==> src/rtl/adc_pkg.sv <==
// Types and constants shared by the SPI receive stage and the ADC averager.
// Frame layout: [16] transfer busy, [10] MCP3002 null bit, [9:0] conversion result.
package adc_pkg;

    localparam int SAMPLE_W = 10;
    localparam int FRAME_W  = 17;
    localparam int BUSY_BIT = 16;
    localparam int NULL_BIT = 10;

    typedef logic [FRAME_W-1:0]  spi_frame_t;
    typedef logic [SAMPLE_W-1:0] adc_sample_t;

    typedef enum logic {
        ACCUM = 1'b0,
        HOLD  = 1'b1
    } avg_state_t;

endpackage

==> src/rtl/adc_sample_averager_if.sv <==
// Output side of the averager: averaged result with valid/ready handshake and status.
interface adc_sample_averager_if #(
    parameter int SAMPLE_W = 10,
    parameter int LOG2_N   = 3
) ();

    logic                o_valid;
    logic [SAMPLE_W-1:0] o_avg;
    logic [LOG2_N-1:0]   o_count;
    logic                o_overrun;
    logic                o_null_err;
    logic                _i_out_ready;

    modport master (
        output o_valid,
        output o_avg,
        output o_count,
        output o_overrun,
        output o_null_err,
        input  _i_out_ready
    );

    modport slave (
        input  o_valid,
        input  o_avg,
        input  o_count,
        input  o_overrun,
        input  o_null_err,
        output _i_out_ready
    );

endinterface

==> src/rtl/frame_complete_detect.sv <==
// Flags the cycle in which an SPI frame finishes (busy falls) and splits out its fields.
// Arming on the first idle cycle ensures a frame already in flight at reset release is ignored.
module frame_complete_detect
    import adc_pkg::*;
#(
    parameter int SAMPLE_W = adc_pkg::SAMPLE_W
) (
    input  logic                clk,
    input  logic                rst_n,
    input  spi_frame_t          frame,
    output logic                done,
    output logic                null_bit,
    output logic [SAMPLE_W-1:0] sample
);

    logic prev_busy;
    logic armed;
    logic [BUSY_BIT-SAMPLE_W-1:0] unused_hdr;

    always_ff @(posedge clk or negedge rst_n) begin
        if (!rst_n) begin
            prev_busy <= 1'b0;
            armed     <= 1'b0;
        end else begin
            prev_busy <= frame[BUSY_BIT];
            if (!frame[BUSY_BIT]) begin
                armed <= 1'b1;
            end
        end
    end

    // Completion is judged on the live frame so the result is consumed on the same edge.
    assign done       = prev_busy & ~frame[BUSY_BIT] & armed;
    assign null_bit   = frame[NULL_BIT];
    assign sample     = frame[SAMPLE_W-1:0];
    assign unused_hdr = frame[BUSY_BIT-1:SAMPLE_W];

endmodule

==> src/rtl/adc_sample_averager.sv <==
// Averages 2^LOG2_N MCP3002 results and offers the mean on a valid/ready port.
// Accumulation never stalls; a batch closing while the old mean is still held is dropped.
module adc_sample_averager
    import adc_pkg::*;
#(
    parameter int LOG2_N   = 3,
    parameter int SAMPLE_W = adc_pkg::SAMPLE_W
) (
    input  logic                   _i_clk,
    input  logic                   _i_rst,
    input  spi_frame_t             _i_frame,
    adc_sample_averager_if.master  avg_bus
);

    localparam int ACC_W = SAMPLE_W + LOG2_N;

    logic                done;
    logic                null_bit;
    logic [SAMPLE_W-1:0] sample;

    avg_state_t          state;
    avg_state_t          state_nxt;
    logic                load_avg;
    logic                drop_avg;

    logic [ACC_W-1:0]    acc_p0;
    logic [LOG2_N-1:0]   count_p0;
    logic [ACC_W-1:0]    acc_sum;
    logic                good;
    logic                bad;
    logic                close;

    logic [SAMPLE_W-1:0] avg_p1;
    logic                overrun_p1;
    logic                null_err_p1;

    function automatic logic [SAMPLE_W-1:0] trunc_avg(input logic [ACC_W-1:0] acc);
        return acc[ACC_W-1:LOG2_N];
    endfunction

    frame_complete_detect #(
        .SAMPLE_W (SAMPLE_W)
    ) u_detect (
        .clk      (_i_clk),
        .rst_n    (_i_rst),
        .frame    (_i_frame),
        .done     (done),
        .null_bit (null_bit),
        .sample   (sample)
    );

    assign good    = done & ~null_bit;
    assign bad     = done & null_bit;
    assign close   = good & (&count_p0);
    assign acc_sum = acc_p0 + ACC_W'(sample);

    always_ff @(posedge _i_clk or negedge _i_rst) begin
        if (!_i_rst) begin
            state <= ACCUM;
        end else begin
            state <= state_nxt;
        end
    end

    always_comb begin
        state_nxt = state;
        load_avg  = 1'b0;
        drop_avg  = 1'b0;
        case (state)
            ACCUM: begin
                if (close) begin
                    state_nxt = HOLD;
                    load_avg  = 1'b1;
                end
            end
            HOLD: begin
                if (close) begin
                    load_avg = avg_bus._i_out_ready;
                    drop_avg = ~avg_bus._i_out_ready;
                end else if (avg_bus._i_out_ready) begin
                    state_nxt = ACCUM;
                end
            end
        endcase
    end

    // Stage p0 -> p1: accumulate, close batch, capture mean and sticky status
    always_ff @(posedge _i_clk or negedge _i_rst) begin
        if (!_i_rst) begin
            acc_p0      <= '0;
            count_p0    <= '0;
            avg_p1      <= '0;
            overrun_p1  <= 1'b0;
            null_err_p1 <= 1'b0;
        end else begin
            if (close) begin
                acc_p0   <= '0;
                count_p0 <= '0;
            end else if (good) begin
                acc_p0   <= acc_sum;
                count_p0 <= count_p0 + LOG2_N'(1);
            end
            if (load_avg) begin
                avg_p1 <= trunc_avg(acc_sum);
            end
            if (drop_avg) begin
                overrun_p1 <= 1'b1;
            end
            if (bad) begin
                null_err_p1 <= 1'b1;
            end
        end
    end

    assign avg_bus.o_valid    = (state == HOLD);
    assign avg_bus.o_avg      = avg_p1;
    assign avg_bus.o_count    = count_p0;
    assign avg_bus.o_overrun  = overrun_p1;
    assign avg_bus.o_null_err = null_err_p1;

endmodule

==> src/flat_wrapper.sv <==
// flat-port wrapper written by rule: the top's interface ports become plain ports
module adc_sample_averager_flat import adc_pkg::*;
#(
    parameter int LOG2_N   = 3,
    parameter int SAMPLE_W = adc_pkg::SAMPLE_W
)
  (_i_clk, _i_rst, _i_frame, avg_bus_o_valid, avg_bus_o_avg, avg_bus_o_count, avg_bus_o_overrun, avg_bus_o_null_err, avg_bus__i_out_ready);
  adc_sample_averager_if #(.SAMPLE_W(SAMPLE_W), .LOG2_N(LOG2_N)) avg_bus_i ();
  input  logic _i_clk;
  input  logic _i_rst;
  input  spi_frame_t _i_frame;
  output wire logic [$bits(avg_bus_i.o_valid)-1:0] avg_bus_o_valid;
  output wire logic [$bits(avg_bus_i.o_avg)-1:0] avg_bus_o_avg;
  output wire logic [$bits(avg_bus_i.o_count)-1:0] avg_bus_o_count;
  output wire logic [$bits(avg_bus_i.o_overrun)-1:0] avg_bus_o_overrun;
  output wire logic [$bits(avg_bus_i.o_null_err)-1:0] avg_bus_o_null_err;
  input wire logic [$bits(avg_bus_i._i_out_ready)-1:0] avg_bus__i_out_ready;
  assign avg_bus_o_valid = avg_bus_i.o_valid;
  assign avg_bus_o_avg = avg_bus_i.o_avg;
  assign avg_bus_o_count = avg_bus_i.o_count;
  assign avg_bus_o_overrun = avg_bus_i.o_overrun;
  assign avg_bus_o_null_err = avg_bus_i.o_null_err;
  assign avg_bus_i._i_out_ready = avg_bus__i_out_ready;
  adc_sample_averager #(.LOG2_N(LOG2_N), .SAMPLE_W(SAMPLE_W)) u_core (._i_clk(_i_clk), ._i_rst(_i_rst), ._i_frame(_i_frame), .avg_bus(avg_bus_i));
endmodule
==> config.mk <==
export PLATFORM = sky130hd
export DESIGN_NAME = adc_sample_averager_flat
export DESIGN_NICKNAME = d
export VERILOG_FILES = /design/src/rtl/adc_pkg.sv /design/src/rtl/adc_sample_averager_if.sv /design/src/rtl/frame_complete_detect.sv /design/src/rtl/adc_sample_averager.sv /design/src/flat_wrapper.sv
export SDC_FILE = /design/constraint.sdc
export NUM_CORES = 1
export LEC_CHECK = 0
export ABC_AREA = 1
export CAP_MARGIN = 30
export CORE_MARGIN = 2
export CORE_UTILIZATION = 24
export CTS_CLUSTER_SIZE = 28
export DETAILED_ROUTE_END_ITERATION = 8
export DONT_BUFFER_PORTS = 1
export PLACE_DENSITY = 0.4
export SETUP_SLACK_MARGIN = 0.4
export SYNTH_ARGS = -nofsm -noshare
export SYNTH_HDL_FRONTEND = slang
export SYNTH_HIERARCHICAL = 1
export SYNTH_SLANG_ARGS = --single-unit
==> constraint.sdc <==
create_clock -name _i_clk -period 2.5 [get_ports _i_clk]
set_input_delay 0.125 -clock _i_clk [delete_from_list [all_inputs] [get_ports _i_clk]]
set_output_delay 0.125 -clock _i_clk [all_outputs]
set_load 0.02 [all_outputs]
Word-level counts from Yosys, hierarchy flattened
Index checks and enable logic that the tools add are counted.
{"block": "classes", "n_reduce_logical": 2, "add_sub_neg": 2, "mux": 12, "bitwise_logic": 9}
{"cell": "$mux W13", "n": 2}
{"cell": "$add A13 B10 Y13", "n": 1}
{"cell": "$mux W1", "n": 6}
{"cell": "$mux W3", "n": 2}
{"cell": "$and A1 B1 Y1", "n": 5}
{"cell": "$not A1 Y1", "n": 4}
{"cell": "$pmux W1 S2", "n": 2}
{"cell": "$add A3 B1 Y3 const B", "n": 1}
{"cell": "$reduce_and A3 Y1", "n": 1}
{"cell": "$reduce_bool A2 Y1", "n": 1}
{"block": "word_totals", "ff_bits": 31, "in_bits": 20}

Logic depth before layout (Yosys ltp)
Gate-level depths: netlist of the first run.
{"block": "logic_depth", "depth_word": 7, "depth_mapped": 11}

Modules after synthesis
Netlist of the first run, hierarchy kept.
{"mod": "adc_sample_averager", "seq_area_each_um2": 725.7, "instances": 1, "cells_each": 237, "area_per_inst_um2": 1760.4}
{"mod": "frame_complete_detect", "seq_area_each_um2": 50.0, "instances": 1, "cells_each": 17, "area_per_inst_um2": 150.1}

Least setup slack after synthesis of the first run
OpenSTA, ideal clock, no wires.
{"block": "synth_path", "path_type": "flip-flop to flip-flop", "start": "reg u_core.acc_p0[0]", "end": "reg u_core.acc_p0[6]", "stages_incl_launch_ff": 10, "period_less_slack_ns": 1.729, "required_time_ns": 2.383, "setup_ns": 0.117, "path_slack_ns": 0.771, "arrival_time_ns": 1.611, "n_path_buf": 0, "path_cell_list": "dfrtp_1 -> ha_1 -> fa_1 -> nand3_1 -> nand3_2 -> nand2_1 -> nand2_1 -> or2_1 -> nand3_1 -> nand2_1"}
{"block": "synth_via", "elab_chain_cells": 3}
{"element": "from (decl)", "line_no": "adc_sample_averager.sv:26", "text": "logic [ACC_W-1:0] acc_p0;"}
{"element": "from (signal assigned)", "line_no": "adc_sample_averager.sv:100", "text": "acc_p0 <= acc_sum;"}
{"element": "$add A13 B10 Y13", "line_no": "adc_sample_averager.sv:55", "text": "assign acc_sum = acc_p0 + ACC_W'(sample);"}
{"element": "$mux W13", "line_no": "adc_sample_averager.sv:99", "text": "end else if (good) begin"}
{"element": "$mux W13", "line_no": "adc_sample_averager.sv:96", "text": "if (close) begin"}
Every way passes these cells. The select of a mux whose other input is x is not followed.
A chain may end at the register's enable or synchronous reset.

Final worst setup path of the first run
{"block": "layout_path", "start": "reg u_core.acc_p0[0]", "end": "reg u_core.avg_p1[3] (netlist: u_core/avg_bus.o_avg[3])"}
{"block": "layout_via", "elab_chain_cells": 1}
{"element": "$add A13 B10 Y13", "line_no": "adc_sample_averager.sv:55"}
{"element": "to (signal assigned)", "line_no": "adc_sample_averager.sv:104", "text": "avg_p1 <= trunc_avg(acc_sum);"}
{"element": "to (decl)", "line_no": "adc_sample_averager.sv:33", "text": "logic [SAMPLE_W-1:0] avg_p1;"}
Every way passes these cells.

==> results of run 1 <==
## area by class of cell
type	instances	area share
clock buffer	5	0.0329
tap	102	0.0610
sequential	31	0.371
timing repair buffer	6	0.0311
multi-input combinational	177	0.439
inverter	32	0.0575
clock inverter	3	0.00718
## state kept, by name, indices dropped and copies added, names as in the netlist
| name | cells |
|---|---|
| u_core/acc_p0 | 13 |
| u_core/avg_bus.o_avg | 10 |
| u_core/avg_bus.o_count | 3 |
| u_core/avg_bus.o_null_err | 1 |
| u_core/avg_bus.o_overrun | 1 |
| u_core/avg_bus.o_valid | 1 |
| u_core/u_detect/armed | 1 |
| u_core/u_detect/prev_busy | 1 |
## final timing paths
| path | from | cells past startpoint | endpoint |
|---|---|---|---|
| min | avg_bus__i_out_ready | 3 | u_core/avg_bus.o_valid$_DFF_PN0_ |
| max reg2reg | u_core/acc_p0[0]$_DFFE_PN0P_ | 9 | u_core/avg_bus.o_avg[3]$_DFFE_PN0P_ |
| min reg2reg | u_core/u_detect/armed$_DFFE_PN0N_ | 2 | u_core/u_detect/armed$_DFFE_PN0N_ |
| max in group asynchronous | _i_rst | 2 | u_core/avg_bus.o_avg[8]$_DFFE_PN0P_ |
| max | u_core/acc_p0[0]$_DFFE_PN0P_ | 9 | u_core/avg_bus.o_avg[3]$_DFFE_PN0P_ |
| min in group asynchronous | _i_rst | 2 | u_core/u_detect/prev_busy$_DFF_PN0_ |
## cell families (layout without fill, tap and decap cells)
kind of cell | count (synthesis) | count (layout)
AO/OA/AOI/OAI | 14 | 14
buffers and inverters | 46 | 46
XOR/XNOR | 6 | 6
adder cells (fa/ha/maj) | 13 | 13
AND/OR/NAND/NOR | 144 | 144
flip-flops | 31 | 31
## cell usage after synthesis, drive strengths merged, types with 2 or more instances
cell type  count  area [um2]
nand2        105         397
inv           32         120
dfrtp         31         776
nand3         23         125
buf           13        95.1
ha            12         150
nor2          11        51.3
o21ai          6        30.0
nand4          4        25.0
a22o           3        26.3
xnor2          3        26.3
xor2           3        26.3
a21oi          2        10.0
## power by group
part / leakage [uW] / internal [uW] / switching (uW)
clock network: 0.0000477 / 191 / 206
logic: 0.000710 / 375 / 572
registers: 0.000396 / 670 / 222
total: 0.00115 / 1240 / 1000
## routing by layer
layer	track usage	vias to the layer above	share of wire
met4	0.0368	0	0.016
met1	0.156	693	0.47
met2	0.186	19	0.46
met3	0.0403	5	0.049
met5	0	-	0
li1	-	779	-
## repair_timing
action,4_1_cts,5_1_grt
setup endpoints to repair,0,2
hold buffers,4,0
gates resized for setup,0,1
endpoints found under the hold margin,35,0
## stage by stage
| step | cell area (um2) | hold WS, ps | setup slack, ps |
|---|---|---|---|
| 2_1_floorplan | 1910 | -171 | 771 |
| 3_3_place_gp | 1950 | -170 | 558 |
| 3_5_place_dp | 1950 | -170 | 562 |
| 4_1_cts | 2090 | 23.7 | 545 |
| 5_1_grt | 2090 | 32.8 | 469 |
| 6_report | 2090 | 34.3 | 639 |
## worst max-delay path, cell delays in order, from the launching register on
cell and delay, ps:
dfrtp_1 380, ha_1 230, fa_2 400, nand3_1 110, nand3_2 130, nand2_1 90
nand2_1 60, or2_1 220, nand3_1 70, nand2_1 60
==> impl_metrics.yaml, run 1 <==
power:
  p_per_area_mw_per_mm2: 1070
  p_leak_uw: 0.00115
  vdd_ir_drop_max_mv: 0.285
  p_total_uw: 2240
sta:
  max_freq_mhz: 537
  final.setup_skew_ps: 5.57
  fin_setup_tns_ps: 0
  period_share: 0.744
  min_period_ps: 1860
  hold_viol_final: 0
  tightest_slew_ps: 341
  slew_viol_final: 0
  rsz0062_at_grt: "false"
  setup_viol: 0
  max_slew_margin: 0.772
setup_path:
  end_kind: "register"
  setup.worst_path.class: "register to register"
  arrival_ps: 2040
  cp-start-kind: "register"
  r2r_setup_slack_ps: 640
  cp.required_ps: 2680
  path_max_fanout: 4
logic_synthesis:
  synthMuxAreaShare: 0
  synth_top_family_by_area: "simple AND/OR/NAND/NOR gates"
  synth_xor_area_frac: 0.0275
  syn_avg_cell_area_um2: 7.52
  syn_nets: 287
  synth-edff-count: 0
  synthFlopType: "dfrtp_1"
  synthArstFlopShare: 1.00
  synth_fa_ha_area_frac: 0.0891
  ys_seq_area_frac: 0.406
  syn_inst: 254
  synthSimpleGateAreaFrac: 0.316
  yosys_warnings: 6
  syn-cell-area_mm2: 0.00191
  synth_compound_area_frac: 0.0465
  post_synth_num_cell_types: 24
  synth_seq_cells: 31
clocking:
  tritoncts: "done"
  cts.sinks: 31
  clk_root_buffer_cell: "clkbuf_8"
  htreeDepth: 2
  cts_buffers: 5
  ctsLongestPathBuffers: 2
  insertion_delay_ps: 290
  path_clk_slew_ps: 70
  cts_setup_buffers: 0
cells_and_area:
  nets: 286
  final-instance-count-excl-fill: 356
  multi_input_area_um2: 918
  mostFrequentLayoutCell: "nand2_1"
  layout-drive-gt1-share: 0.0827
  syn2layout_area_growth_pct: 9.43
  antennaDiodeCount: 0
  layout_common_cells: "104 x nand2_1, 31 x dfrtp_1, 30 x inv_1"
  layout.core_utilization: 0.271
  seq_area_um2: 776
  fill_cells: 843
global_route:
  grt_max_degree: 32
  grt.overflow.total: 0
  grt_first_pass_wirelength_um: 8070
  grt_pass1_vias: 1649
  antenna_found_initial: 0
  grt_usage: 0.119
drt:
  drt-total-wl_um: 4440
  drt-pass1-iter-count: 4
  ant_nets: 0
  wire_per_inst_um: 12.5
  via_per_inst: 4.20
  vias: 1496
  drc_errors: 0
  dr.first_iter.drc_count: 59
placement:
  numPlacedInstances: 344
  numPortBuffers: 0
  place_congestion: 0.738
  dp.final_hpwl_um: 3370
floorplan:
  dieArea_mm2: 0.00869
  die-height_um: 93.2
  fp.dieW_um: 93.2
  fp.coreArea_mm2: 0.00773
  rows: 32
  pin_count: 36
  initial_core_util: 0.247
status:
  outcome: "complete, no violations"
worst_hold_path:
  worstHoldPathType: "input port to register"
job:
  drv_cap: 0
No activity file was read; power rests on OpenSTA's default activity.
==> inputs of run 2 (changes only) <==
==> constraint.sdc (replaced) <==
create_clock -name _i_clk -period 1.8 [get_ports _i_clk]
set_input_delay 0.09 -clock _i_clk [delete_from_list [all_inputs] [get_ports _i_clk]]
set_output_delay 0.09 -clock _i_clk [all_outputs]
set_load 0.02 [all_outputs]
==> run 2 against run 1 <==
Setup slack got worse by 540 ps. Flip-flop and latch count unchanged. Sequential share of layout area fell by 8.5 points. Utilization grew 8.1 points. Clock skew increased by 6.4 ps. Critical path depth unchanged. Wire length grew 8.1%.
==> impl_metrics.yaml, run 2 (synthesis gave the netlist of run 1 again) <==
cells_and_area:
  final-instance-count-excl-fill: 377
  syn2layout_area_growth_pct: 42.2
  layout-drive-gt1-share: 0.415
  nets: 307
  regMostFlops: "u_core/acc_p0"
  antennaDiodeCount: 0
  layout_common_cells: "77 x nand2_1, 29 x dfrtp_1, 24 x inv_1"
  mostFrequentLayoutCell: "nand2_1"
  largest_reg_flops: 13
clocking:
  clk_root_buffer_cell: "clkbuf_8"
  cts.sinks: 31
  htreeDepth: 2
  tritoncts: "done"
  ctsLongestPathBuffers: 2
  insertion_delay_ps: 290
  cts_buffers: 5
  path_clk_slew_ps: 70
sta:
  setup_viol: 0
  rsz0062_at_grt: "true"
  tightest_slew_ps: 319
  max_slew_margin: 0.787
  final.setup_skew_ps: 12.0
  hold_slack_ps: 37.3
  max_freq_mhz: 589
  min_period_ps: 1700
  hold_viol_final: 0
  period_share: 0.943
  fin_ws_ps: 103
  slew_viol_final: 0
  fin_setup_tns_ps: 0
drt:
  drt-total-wl_um: 4800
  dr.first_iter.drc_count: 48
  drc_errors: 0
  wire_per_inst_um: 12.7
  drt-pass1-iter-count: 4
  ant_nets: 0
  vias: 1556
  via_per_inst: 4.13
setup_path:
  reg2reg_depth: 9
  r2r_setup_slack_ps: 100
  r2r-start: "u_core/acc_p0[0]$_DFFE_PN0P_"
  cp-start-kind: "register"
  arrival_ps: 1870
  critical_path.max_stage_delay_ps: 410
  critical_path.slowest_cell: "dfrtp_1"
  cp.required_ps: 1970
  path_max_fanout: 4
  setup.worst_path.class: "register to register"
  crit-reg2reg-capture: "u_core/avg_bus.o_avg[3]$_DFFE_PN0P_"
  path_common_cell: "nand2_2"
  end_kind: "register"
  crit_chain: "ha_4, fa_2, nand3_2, nand3_4, nand2_2, nand2_2, or2_1, nand3_1, nand2_1"
power:
  p_per_area_mw_per_mm2: 1560
  p_leak_uw: 0.00132
  vdd_ir_drop_max_mv: 0.424
status:
  outcome: "complete, no violations"
floorplan:
  fp.dieW_um: 93.2
  fp.coreArea_mm2: 0.00773
  dieArea_mm2: 0.00869
  rows: 32
  die-height_um: 93.2
  pin_count: 36
  initial_core_util: 0.247
worst_hold_path:
  hold_end: "u_core/acc_p0[0]$_DFFE_PN0P_"
  worstHoldPathType: "input port to register"
  min_path_cells: 2
  hp-start: "_i_frame[0]"
placement:
  numPlacedInstances: 348
  place_congestion: 0.711
  numPortBuffers: 0
  dp.final_hpwl_um: 3410
  pre_cts_slack_ps: 62.5
global_route:
  grt_pass1_vias: 1573
  antenna_found_initial: 0
  grt_max_degree: 32
  grt_first_pass_wirelength_um: 7870
  grt.overflow.total: 0
  grt_usage: 0.118
job:
  drv_cap: 0
[run 2: cell count changes in the layout (fill, tap and decap cells not counted), sizes merged]
cell,delta
buf,+21
clkinv,-1
clkinvlp,+2
inv,-1
[run 2: how the worst max path moves through the flow]
| stage | startpoint | end | slack, ps | depth (start not counted) |
|---|---|---|---|---|
| floorplan | u_core/acc_p0[0]$_DFFE_PN0P_ | u_core/acc_p0[6]$_DFFE_PN0P_ | 180 | 9 |
| global placement | u_core/acc_p0[0]$_DFFE_PN0P_ | u_core/avg_bus.o_avg[3]$_DFFE_PN0P_ | 80 | 9 |
| detailed placement | u_core/acc_p0[0]$_DFFE_PN0P_ | u_core/avg_bus.o_avg[3]$_DFFE_PN0P_ | 60 | 9 |
| CTS | u_core/acc_p0[0]$_DFFE_PN0P_ | u_core/avg_bus.o_avg[3]$_DFFE_PN0P_ | 100 | 9 |
| global route | u_core/acc_p0[0]$_DFFE_PN0P_ | u_core/acc_p0[6]$_DFFE_PN0P_ | 20 | 9 |
| finish | u_core/acc_p0[0]$_DFFE_PN0P_ | u_core/avg_bus.o_avg[3]$_DFFE_PN0P_ | 100 | 9 |
[run 2: where the power goes]
group	leakage (uW)	total [uW]	switching [uW]	internal [uW]
combinational	0.000886	2380	1220	1160
clock	0.0000402	564	295	269
sequential	0.000393	1310	373	935
[run 2: layout make-up]
class	instances	area (um2)
clock buffer	5	68.8
sequential	31	778
multi-input combinational	177	1360
timing repair buffer	27	234
clock inverter	3	20.0
inverter	32	128
fill	785	5010
tap	102	128
[run 2: layer usage]
| metal | vias up | GRT usage | part of all wire |
|---|---|---|---|
| li1 | 822 | - | - |
| met1 | 710 | 0.145 | 0.45 |
| met2 | 16 | 0.196 | 0.50 |
| met3 | 8 | 0.0322 | 0.033 |
| met4 | 0 | 0.0478 | 0.022 |
| met5 | - | 0 | 0 |
[run 2: through the flow]
step	utilization	power (uW)	cell area (um2)
6_report	0.352	4250	2720
4_1_cts	0.315	3710	2440
5_1_grt	0.352	4610	2720
3_3_place_gp	0.259	2600	2000
2_1_floorplan	-	2310	1930
3_5_place_dp	0.259	2600	2000
[run 2: repair_timing]
item                                   CTS  global route
hold buffers                             4             0
pin swaps                               17            29
setup buffers                            6            11
endpoints found under the hold margin   37             0
setup endpoints to repair               24            24
gates resized for setup                 44            57
[run 2: worst max-delay path: cells and delay by family, from the launching register on]
| kind | cells | cell delay (ps) |
|---|---|---|
| adders and majority gates | 2 | 520 |
| DFF | 1 | 410 |
| and+or+nand+nor | 7 | 630 |
==> inputs of run 3 (changes only) <==
--- a/config.mk
+++ b/config.mk
@@ -6,13 +6,12 @@
 export NUM_CORES = 1
 export LEC_CHECK = 0
 export ABC_AREA = 1
+export BUFFER_PORTS_ARGS = -buffer_cell sky130_fd_sc_hd__buf_2
 export CAP_MARGIN = 30
 export CORE_MARGIN = 2
 export CORE_UTILIZATION = 24
 export CTS_CLUSTER_SIZE = 28
 export DETAILED_ROUTE_END_ITERATION = 8
-export DONT_BUFFER_PORTS = 1
-export PLACE_DENSITY = 0.4
 export SETUP_SLACK_MARGIN = 0.4
 export SYNTH_ARGS = -nofsm -noshare
 export SYNTH_HDL_FRONTEND = slang
==> run 3 against run 2 <==
Flip-flop and latch count is the same. Sequential share of layout area shrank 0.22 points. Register-to-register slack lost 20 ps. Critical path type unchanged. Critical endpoint unchanged. Largest power group unchanged.
==> impl_metrics.yaml, run 3 (synthesis gave the netlist of run 1 again) <==
status:
  outcome: "complete, no violations"
cells_and_area:
  layout-drive-gt1-share: 0.388
  seq_area_um2: 778
  layout_common_cells: "88 x nand2_1, 30 x buf_2, 29 x dfrtp_1"
  syn2layout_area_growth_pct: 43.3
  largest_reg_flops: 13
  antennaDiodeCount: 0
  mostFrequentLayoutCell: "nand2_1"
  regMostFlops: "u_core/acc_p0"
  multi_input_area_mm2: 0.00125
  nets: 331
  fill_cells: 759
drt:
  drt-total-wl_um: 5100
  ant_nets: 0
  dr.first_iter.drc_count: 135
  drc_errors: 0
  drt-pass1-iter-count: 4
  wire_per_inst_um: 12.7
  vias: 1787
  via_per_inst: 4.46
setup_path:
  r2r-start: "u_core/acc_p0[0]$_DFFE_PN0P_"
  r2r_setup_slack_ps: 80
  cp.required_ps: 1970
  cp-start-kind: "register"
  crit-reg2reg-capture: "u_core/avg_bus.o_avg[3]$_DFFE_PN0P_"
  setup.worst_path.class: "register to register"
  path_max_fanout: 4
  arrival_ps: 1890
  reg2reg_depth: 9
  end_kind: "register"
global_route:
  antenna_found_initial: 0
  grt_max_degree: 32
  grt_usage: 0.120
  grt_pass1_vias: 1731
  grt.overflow.total: 0
  grt_first_pass_wirelength_um: 8270
worst_hold_path:
  min_path_cells: 2
  worstHoldPathType: "input port to register"
  hold_end: "u_core/avg_bus.o_null_err$_DFFE_PN0P_"
  hp-start: "_i_frame[10]"
clocking:
  tritoncts: "done"
  htreeDepth: 2
  insertion_delay_ps: 290
  cts.sinks: 31
  cts_buffers: 5
  path_clk_slew_ps: 80
  ctsLongestPathBuffers: 2
  clk_root_buffer_cell: "clkbuf_8"
placement:
  dp.final_hpwl_um: 3160
  place_congestion: 0.845
  numPortBuffers: 30
floorplan:
  dieArea_mm2: 0.00869
  fp.coreArea_mm2: 0.00773
  die-height_um: 93.2
  initial_core_util: 0.247
  rows: 32
  pin_count: 36
  fp.dieW_um: 93.2
sta:
  setup_viol: 0
  fin_setup_tns_ps: 0
  rsz0062_at_grt: "true"
  max_freq_mhz: 582
  tightest_slew_ps: 717
  min_period_ps: 1720
  period_share: 0.955
  final.setup_skew_ps: 12.3
  slew_viol_final: 0
  hold_viol_final: 0
  max_slew_margin: 0.522
power:
  p_leak_uw: 0.00142
  vdd_ir_drop_max_mv: 0.399
  p_per_area_mw_per_mm2: 1560
  p_total_uw: 4260
job:
  drv_cap: 0
-- run 3: timing repair --
| action | in CTS | in global routing |
|---|---|---|
| pin swaps | 11 | 16 |
| cloned | 0 | 1 |
| setup buffers | 6 | 9 |
| gates resized for setup | 35 | 42 |
| hold buffers | 3 | 0 |
| hold endpoints to repair | 32 | 0 |
| setup endpoints to repair | 23 | 24 |
-- run 3: worst max path at each step --
stage | from | to | slack (ps)
floorplan | u_core/acc_p0[0]$_DFFE_PN0P_ | u_core/acc_p0[6]$_DFFE_PN0P_ | 180
global placement | u_core/acc_p0[0]$_DFFE_PN0P_ | u_core/avg_bus.o_avg[3]$_DFFE_PN0P_ | 70
detailed placement | u_core/acc_p0[0]$_DFFE_PN0P_ | u_core/acc_p0[6]$_DFFE_PN0P_ | 30
CTS | u_core/acc_p0[0]$_DFFE_PN0P_ | u_core/acc_p0[6]$_DFFE_PN0P_ | 40
global route | u_core/acc_p0[0]$_DFFE_PN0P_ | u_core/avg_bus.o_avg[3]$_DFFE_PN0P_ | 7
finish | u_core/acc_p0[0]$_DFFE_PN0P_ | u_core/avg_bus.o_avg[3]$_DFFE_PN0P_ | 80
-- run 3: layer usage --
| layer | GRT usage | share of wire |
|---|---|---|
| met1 | 0.144 | 0.43 |
| met2 | 0.209 | 0.51 |
| met3 | 0.0218 | 0.035 |
| met4 | 0.0515 | 0.026 |
| met5 | 0 | 0 |
-- run 3: area by class of cell --
type	count	area share
clock buffers	6	0.0302
multi-input cells	177	0.455
repair buffers	51	0.123
inverters	32	0.0475
flip-flops and latches	31	0.284
clock inverters	2	0.0128
well taps	102	0.0466
-- run 3: worst max-delay path, stage by stage (launching register included) --
cell	delay (ps)
dfrtp_1	410
ha_4	170
fa_2	360
nand3_4	80
nand3_4	100
nand2_2	80
nand2_2	40
or2_1	220
nand3_1	70
nand2_1	50
-- run 3: power breakdown --
group          switching [uW]  internal [uW]  total [uW]
clock network             271            448         719
logic                    1330           1070        2400
registers                 209            936        1140
total                    1810           2450        4260
-- run 3: through the flow --
stage                     utilization  instance area (um2)  instances  setup WS, ps  hold WS (ps)
final                           0.354                 2740        401          81.7          63.9
after global routing            0.354                 2740        401          6.62          54.3
after CTS                       0.325                 2510        391          38.9          59.4
after detailed placement        0.274                 2120        374          33.0           207
after global placement          0.274                 2120        374          73.4           189
after floorplan                     -                 1930        254           177          -206
